[config.mk]
export PLATFORM = sky130hd
export DESIGN_NAME = iob_sipo_deser
export DESIGN_NICKNAME = d
export VERILOG_FILES = /design/src/rtl/iob_sipo_deser.sv
export SDC_FILE = /design/constraint.sdc
export NUM_CORES = 1
export LEC_CHECK = 0
export CAP_MARGIN = 20
export CORE_MARGIN = 5
export CORE_UTILIZATION = 25
export DETAILED_ROUTE_END_ITERATION = 10
export HOLD_SLACK_MARGIN = 0.02
export SLEW_MARGIN = 40
export SYNTH_ARGS = -nofsm -noshare
export SYNTH_HDL_FRONTEND = slang
export SYNTH_SLANG_ARGS = --single-unit
[constraint.sdc]
create_clock -name clk -period 4.35 [get_ports clk]
set_input_delay 0.87 -clock clk [delete_from_list [all_inputs] [get_ports clk]]
set_output_delay 0.87 -clock clk [all_outputs]
set_load 0.01 [all_outputs]
[src/rtl/iob_sipo_deser.sv]
// Serial-in, parallel-out deserializer: MSB-first bit stream to DATA_W-bit words with a valid/ready port.
// Optional macro IOB_SIPO_DESER_PARITY_EN appends one even-parity bit to every frame.
module iob_sipo_deser #(
    parameter int DATA_W = 32
) (
    input  logic              clk,
    input  logic              rst_n,
    input  logic              clr,
    input  logic              s_en,
    input  logic              s_in,
    output logic [DATA_W-1:0] p_out,
    output logic              p_valid,
    input  logic              p_ready,
    output logic              busy,
    output logic              overrun,
    output logic              parity_err
);

`ifdef IOB_SIPO_DESER_PARITY_EN
    localparam int FRAME_LEN = DATA_W + 1;
`else
    localparam int FRAME_LEN = DATA_W;
`endif
    localparam int              CNT_W    = $clog2(FRAME_LEN + 1);
    localparam logic [CNT_W-1:0] LAST_CNT = CNT_W'(FRAME_LEN - 1);

    // Returns 1 when data plus parity bit has odd weight, i.e. an even-parity violation.
    function automatic logic even_parity_err(input logic [DATA_W-1:0] d, input logic p);
        return (^d) ^ p;
    endfunction

    logic [DATA_W-1:0] shift_r;
    logic [DATA_W-1:0] shift_next_s;
    logic [CNT_W-1:0]  cnt_r;
    logic [CNT_W-1:0]  cnt_next_s;
    logic              last_s;
    logic              accept_s;
    logic              drop_s;
    logic [DATA_W-1:0] word_s;
    logic [DATA_W-1:0] p_out_r;
    logic              p_valid_r;
    logic              busy_r;
    logic              overrun_r;

    // Next-state of the assembly shift register and frame bit counter; clr wins over s_en.
    always_comb begin
        shift_next_s = shift_r;
        cnt_next_s   = cnt_r;
        last_s       = 1'b0;
        if (clr) begin
            shift_next_s = {DATA_W{1'b0}};
            cnt_next_s   = {CNT_W{1'b0}};
        end else if (s_en) begin
            shift_next_s = {shift_r[DATA_W-2:0], s_in};
            if (cnt_r == LAST_CNT) begin
                cnt_next_s = {CNT_W{1'b0}};
                last_s     = 1'b1;
            end else begin
                cnt_next_s = cnt_r + CNT_W'(1);
            end
        end else begin
            last_s = 1'b0;
        end
    end

    // With parity the last sampled bit is the parity bit, so the word is already complete in shift_r.
`ifdef IOB_SIPO_DESER_PARITY_EN
    assign word_s = shift_r;
`else
    assign word_s = {shift_r[DATA_W-2:0], s_in};
`endif

    assign accept_s = last_s & (~p_valid_r | p_ready);
    assign drop_s   = last_s & p_valid_r & ~p_ready;

    // Assembly state, output word register, handshake and sticky overrun flag.
    always_ff @(posedge clk or negedge rst_n) begin
        if (!rst_n) begin
            shift_r   <= {DATA_W{1'b0}};
            cnt_r     <= {CNT_W{1'b0}};
            busy_r    <= 1'b0;
            p_out_r   <= {DATA_W{1'b0}};
            p_valid_r <= 1'b0;
            overrun_r <= 1'b0;
        end else begin
            shift_r <= shift_next_s;
            cnt_r   <= cnt_next_s;
            busy_r  <= (cnt_next_s != {CNT_W{1'b0}});
            if (accept_s) begin
                p_out_r   <= word_s;
                p_valid_r <= 1'b1;
            end else if (p_valid_r && p_ready) begin
                p_valid_r <= 1'b0;
            end else begin
                p_valid_r <= p_valid_r;
            end
            if (clr) begin
                overrun_r <= 1'b0;
            end else if (drop_s) begin
                overrun_r <= 1'b1;
            end else begin
                overrun_r <= overrun_r;
            end
        end
    end

`ifdef IOB_SIPO_DESER_PARITY_EN
    logic parity_err_r;

    // Parity status travels with the accepted word; dropped words leave it untouched.
    always_ff @(posedge clk or negedge rst_n) begin
        if (!rst_n) begin
            parity_err_r <= 1'b0;
        end else if (accept_s) begin
            parity_err_r <= even_parity_err(shift_r, s_in);
        end else begin
            parity_err_r <= parity_err_r;
        end
    end

    assign parity_err = parity_err_r;
`else
    assign parity_err = 1'b0;
`endif

    assign p_out   = p_out_r;
    assign p_valid = p_valid_r;
    assign busy    = busy_r;
    assign overrun = overrun_r;

endmodule

==> metrics.txt <==
# TYPE chip_impl_metric gauge
chip_impl_metric{name="coreArea",unit="sq um"} 11500
chip_impl_metric{name="ys_warn_count",unit=""} 0
chip_impl_metric{name="die_ht",unit="um"} 118
chip_impl_metric{name="switching_share",unit=""} 0.208
chip_impl_metric{name="number_of_sinks_handled_by_clock_tree_synthesis",unit=""} 72
chip_impl_info{name="leading_cell_type_in_the_layout_fill_and_taps_excluded",value="dfrtp_1"} 1
chip_impl_metric{name="whs_path_depth",unit=""} 2
chip_impl_metric{name="initial_core_util",unit=""} 0.256
chip_impl_metric{name="fin_tns_setup",unit="ns"} 0
chip_impl_metric{name="worst_ep_arrival_time",unit="ns"} 2.45
chip_impl_info{name="worstSetupEndpointType",value="flop"} 1
chip_impl_info{name="min_to",value="overrun"} 1
chip_impl_metric{name="r2r_setup_slack",unit="ns"} 2.11
chip_impl_metric{name="critical_path_required",unit="ns"} 4.56
chip_impl_metric{name="finish.net_count",unit=""} 264
chip_impl_metric{name="ctsHoldBuffers",unit=""} 0
chip_impl_metric{name="layout-area-overhead-vs-synth",unit="%"} 27.9
chip_impl_metric{name="leakage",unit="uW"} 0.00179
chip_impl_info{name="cts_root_buf",value="clkbuf_16"} 1
chip_impl_metric{name="netlist.area_leader.share",unit=""} 0.615
chip_impl_metric{name="min_period",unit="ns"} 2.24
chip_impl_metric{name="worstRegToRegCells",unit=""} 6
chip_impl_metric{name="synth_fp_nets",unit=""} 224
chip_impl_metric{name="worst-slew-pin-transition",unit="ns"} 0.650
chip_impl_metric{name="post_synth_inst_count",unit=""} 217
chip_impl_metric{name="tritoncts_buffer_count",unit=""} 9
chip_impl_info{name="worst_setup_path_start_kind",value="flop"} 1
chip_impl_metric{name="ctsResizeCount",unit=""} 0
chip_impl_metric{name="drt-vias-per-instance",unit=""} 4.22
chip_impl_metric{name="timing.critical_path.fanout_max",unit=""} 32
chip_impl_info{name="worstReg2RegEnd",value="p_out[30]"} 1
chip_impl_metric{name="place.gp.congestion",unit=""} 0.655
chip_impl_info{name="hold_path.startpoint",value="overrun"} 1
chip_impl_metric{name="power_frac_clock",unit=""} 0.504
chip_impl_metric{name="power.density_cell_area",unit="nW/um^2"} 393
chip_impl_metric{name="final-hold-violation-count",unit=""} 0
chip_impl_metric{name="placement.setup.worst_slack",unit="ns"} 1.80
chip_impl_metric{name="fin_skew",unit="ns"} 0.00757
chip_impl_metric{name="max-slew-margin-rel",unit=""} 0.567
chip_impl_metric{name="timing_max_transition_violations_final",unit=""} 0
chip_impl_metric{name="switching_component_of_the_power",unit="uW"} 306
chip_impl_info{name="reg2reg_from",value="cnt_r[0]"} 1
chip_impl_metric{name="max_cap_violations",unit=""} 0
chip_impl_metric{name="synth_area_per_inst",unit="sq um"} 13.5
chip_impl_metric{name="fillers",unit=""} 1132
chip_impl_metric{name="tritonroute_pass_1_iters",unit=""} 4
chip_impl_metric{name="die_area",unit="sq um"} 14000
chip_impl_metric{name="numPlacedInstances",unit=""} 389
chip_impl_metric{name="share_of_the_clock_period_used_by_the_worst_path_after_layout",unit=""} 0.515
chip_impl_info{name="synth_area_leader_cell",value="dfrtp_1"} 1
chip_impl_metric{name="postCtsSetupBuffers",unit=""} 0
chip_impl_metric{name="die_width",unit="um"} 118
chip_impl_metric{name="finalSetupViolCount",unit=""} 0
chip_impl_metric{name="comb_power_share",unit=""} 0.036
chip_impl_metric{name="drive_gt1_frac",unit=""} 0.210
chip_impl_info{name="most-common-layout-cells",value="dfrtp_1, nor2_1, clkdlybuf4s50_1"} 1
chip_impl_metric{name="grt_pass1_wl",unit="um"} 9360
chip_impl_metric{name="top_level_ports",unit=""} 42
chip_impl_metric{name="cellInternalPower",unit="uW"} 1170
chip_impl_metric{name="num_vias",unit=""} 1711
chip_impl_info{name="clock_tree_from_tritoncts",value="done"} 1
chip_impl_metric{name="max-clock-path-buffers",unit=""} 2
chip_impl_metric{name="synth_area",unit="sq um"} 2930
chip_impl_metric{name="share_seq_of_total_power",unit=""} 0.460
chip_impl_info{name="post_synth_main_area_contributors",value="dfrtp_1, mux2_2, mux2i_1"} 1
chip_impl_metric{name="track_usage",unit=""} 0.0823
chip_impl_metric{name="worst_ir_drop_vdd",unit="mV"} 0.198
chip_impl_metric{name="final_critical_path_setup_slack",unit="ns"} 2.11
chip_impl_metric{name="grt_start_max_net_pins",unit=""} 73
chip_impl_metric{name="avgRoutedWirePerCell",unit="um"} 13.6
chip_impl_metric{name="detail_route.iter0.violations",unit=""} 93
chip_impl_metric{name="core.rowCount",unit=""} 39
chip_impl_metric{name="vias_in_the_first_global_route",unit=""} 1772
chip_impl_metric{name="clkLatencyLatePin",unit="ns"} 0.32
chip_impl_metric{name="route.detailed.drc",unit=""} 0
chip_impl_metric{name="yosys.cell_types.count",unit=""} 28
chip_impl_metric{name="grt_overflow_total",unit=""} 0
chip_impl_metric{name="count_of_inserted_antenna_diode_cells",unit=""} 0
chip_impl_metric{name="final_cell_count_without_fillers",unit=""} 405
chip_impl_info{name="outcome",value="finished, final reports clean"} 1
chip_impl_metric{name="dp.final_hpwl",unit="um"} 3360
chip_impl_metric{name="cts.reportedPaths.clkPinSlew",unit="ns"} 0.06
chip_impl_metric{name="fmax",unit="MHz"} 446
chip_impl_info{name="rsz0062_at_grt",value="false"} 1
chip_impl_metric{name="port_buffers",unit=""} 40
chip_impl_metric{name="share_of_the_yosys_chip_area_belonging_to_registers",unit=""} 0.615
chip_impl_metric{name="antenna_found_initial",unit=""} 0
chip_impl_metric{name="final_antenna_net_count",unit=""} 0
chip_impl_metric{name="ys_seq_elements",unit=""} 72
chip_impl_info{name="worst_hold_path_type",value="flop to flop"} 1
chip_impl_metric{name="routed_wirelength",unit="um"} 5510
chip_impl_info{name="type_of_the_worst_setup_path",value="flop to flop"} 1
chip_impl_metric{name="h_tree_lvl_count",unit=""} 3
-- per-layer routing --
metal  wire, um  track usage  part of all wire  vias to the layer above
li1           -            -                 -                      825
met1       2660        0.110              0.48                      846
met2       2410        0.116              0.44                       35
met3        378       0.0425             0.069                        5
met4         62       0.0237             0.011                        0
met5          0            0                 0                        -
-- synthesized netlist by cell type, drive strengths merged --
library cell	count
inv	1
dfrtp	72
nand3	2
clkbuf	4
mux2i	33
xnor2	1
a21o	1
nor3	4
nor3b	1
nand4	2
xor2	1
nand2	3
a21oi	1
nor2b	3
and2	1
mux2	34
o211ai	1
conb	1
a211o	2
ha	1
nor2	39
buf	9
-- cells by family after synthesis --
family | count (synthesis) | share of synthesized area
AND/OR/NAND/NOR | 55 | 0.0888
XOR/XNOR | 2 | 0.00598
multiplexers | 67 | 0.243
AO/OA/AOI/OAI | 5 | 0.0128
adder cells (fa/ha/maj) | 1 | 0.00427
flip-flops | 72 | 0.615
buffers and inverters | 14 | 0.0286
other | 1 | 0.00128
-- power groups by stage --
stage / registers [uW] / logic, uW / clock network [uW]
2_1_floorplan: 691 / 29.7 / 0
3_3_place_gp: 691 / 53.9 / 0
3_5_place_dp: 690 / 54.6 / 0
4_1_cts: 679 / 54.7 / 760
5_1_grt: 679 / 59.3 / 796
6_report: 679 / 52.8 / 743
-- sequential cells by signal (all words and copies together), names as in the netlist --
register  cells
shift_r      31
cnt_r         6
busy          1
p_valid       1
overrun       1
p_out        32
-- worst max path at each step --
stage	from	to	slack, ns	depth (start not counted)
floorplan	s_en	p_out[10]	2.19	5
global placement	s_en	p_out[25]	1.82	6
detailed placement	s_en	p_out[3]	1.80	6
CTS	cnt_r[0]	p_out[30]	2.09	6
global route	cnt_r[0]	p_out[29]	1.94	6
finish	cnt_r[0]	p_out[30]	2.11	6
-- critical path, stage by stage (launching register included) --
cell and delay [ns]:
dfrtp_1 0.43, ha_1 0.23, nand2_1 0.12, nor3_4 0.31, nor3b_4 0.23, buf_4 0.40
mux2_2 0.39
-- final cells by class --
class                      instances  area, sq um  share of cell area
clock inverter                     4         52.6              0.0140
tap                              143          179              0.0477
timing repair buffer              42          409               0.109
clock buffer                      12          256              0.0684
inverter                           1         3.75             0.00100
multi-input combinational        131         1040               0.279
sequential                        72         1800               0.481
-- per-stage QoR --
stage	total power [uW]	hold WS (ns)	utilization	instance area [sq um]
after global routing	1530	0.527	0.327	3750
after detailed placement	745	0.492	0.300	3440
final	1470	0.501	0.327	3750
after global placement	744	0.468	0.299	3430
after floorplan	720	0.479	-	2930
after CTS	1490	0.507	0.327	3740
No activity file was read; power rests on OpenSTA's default activity.
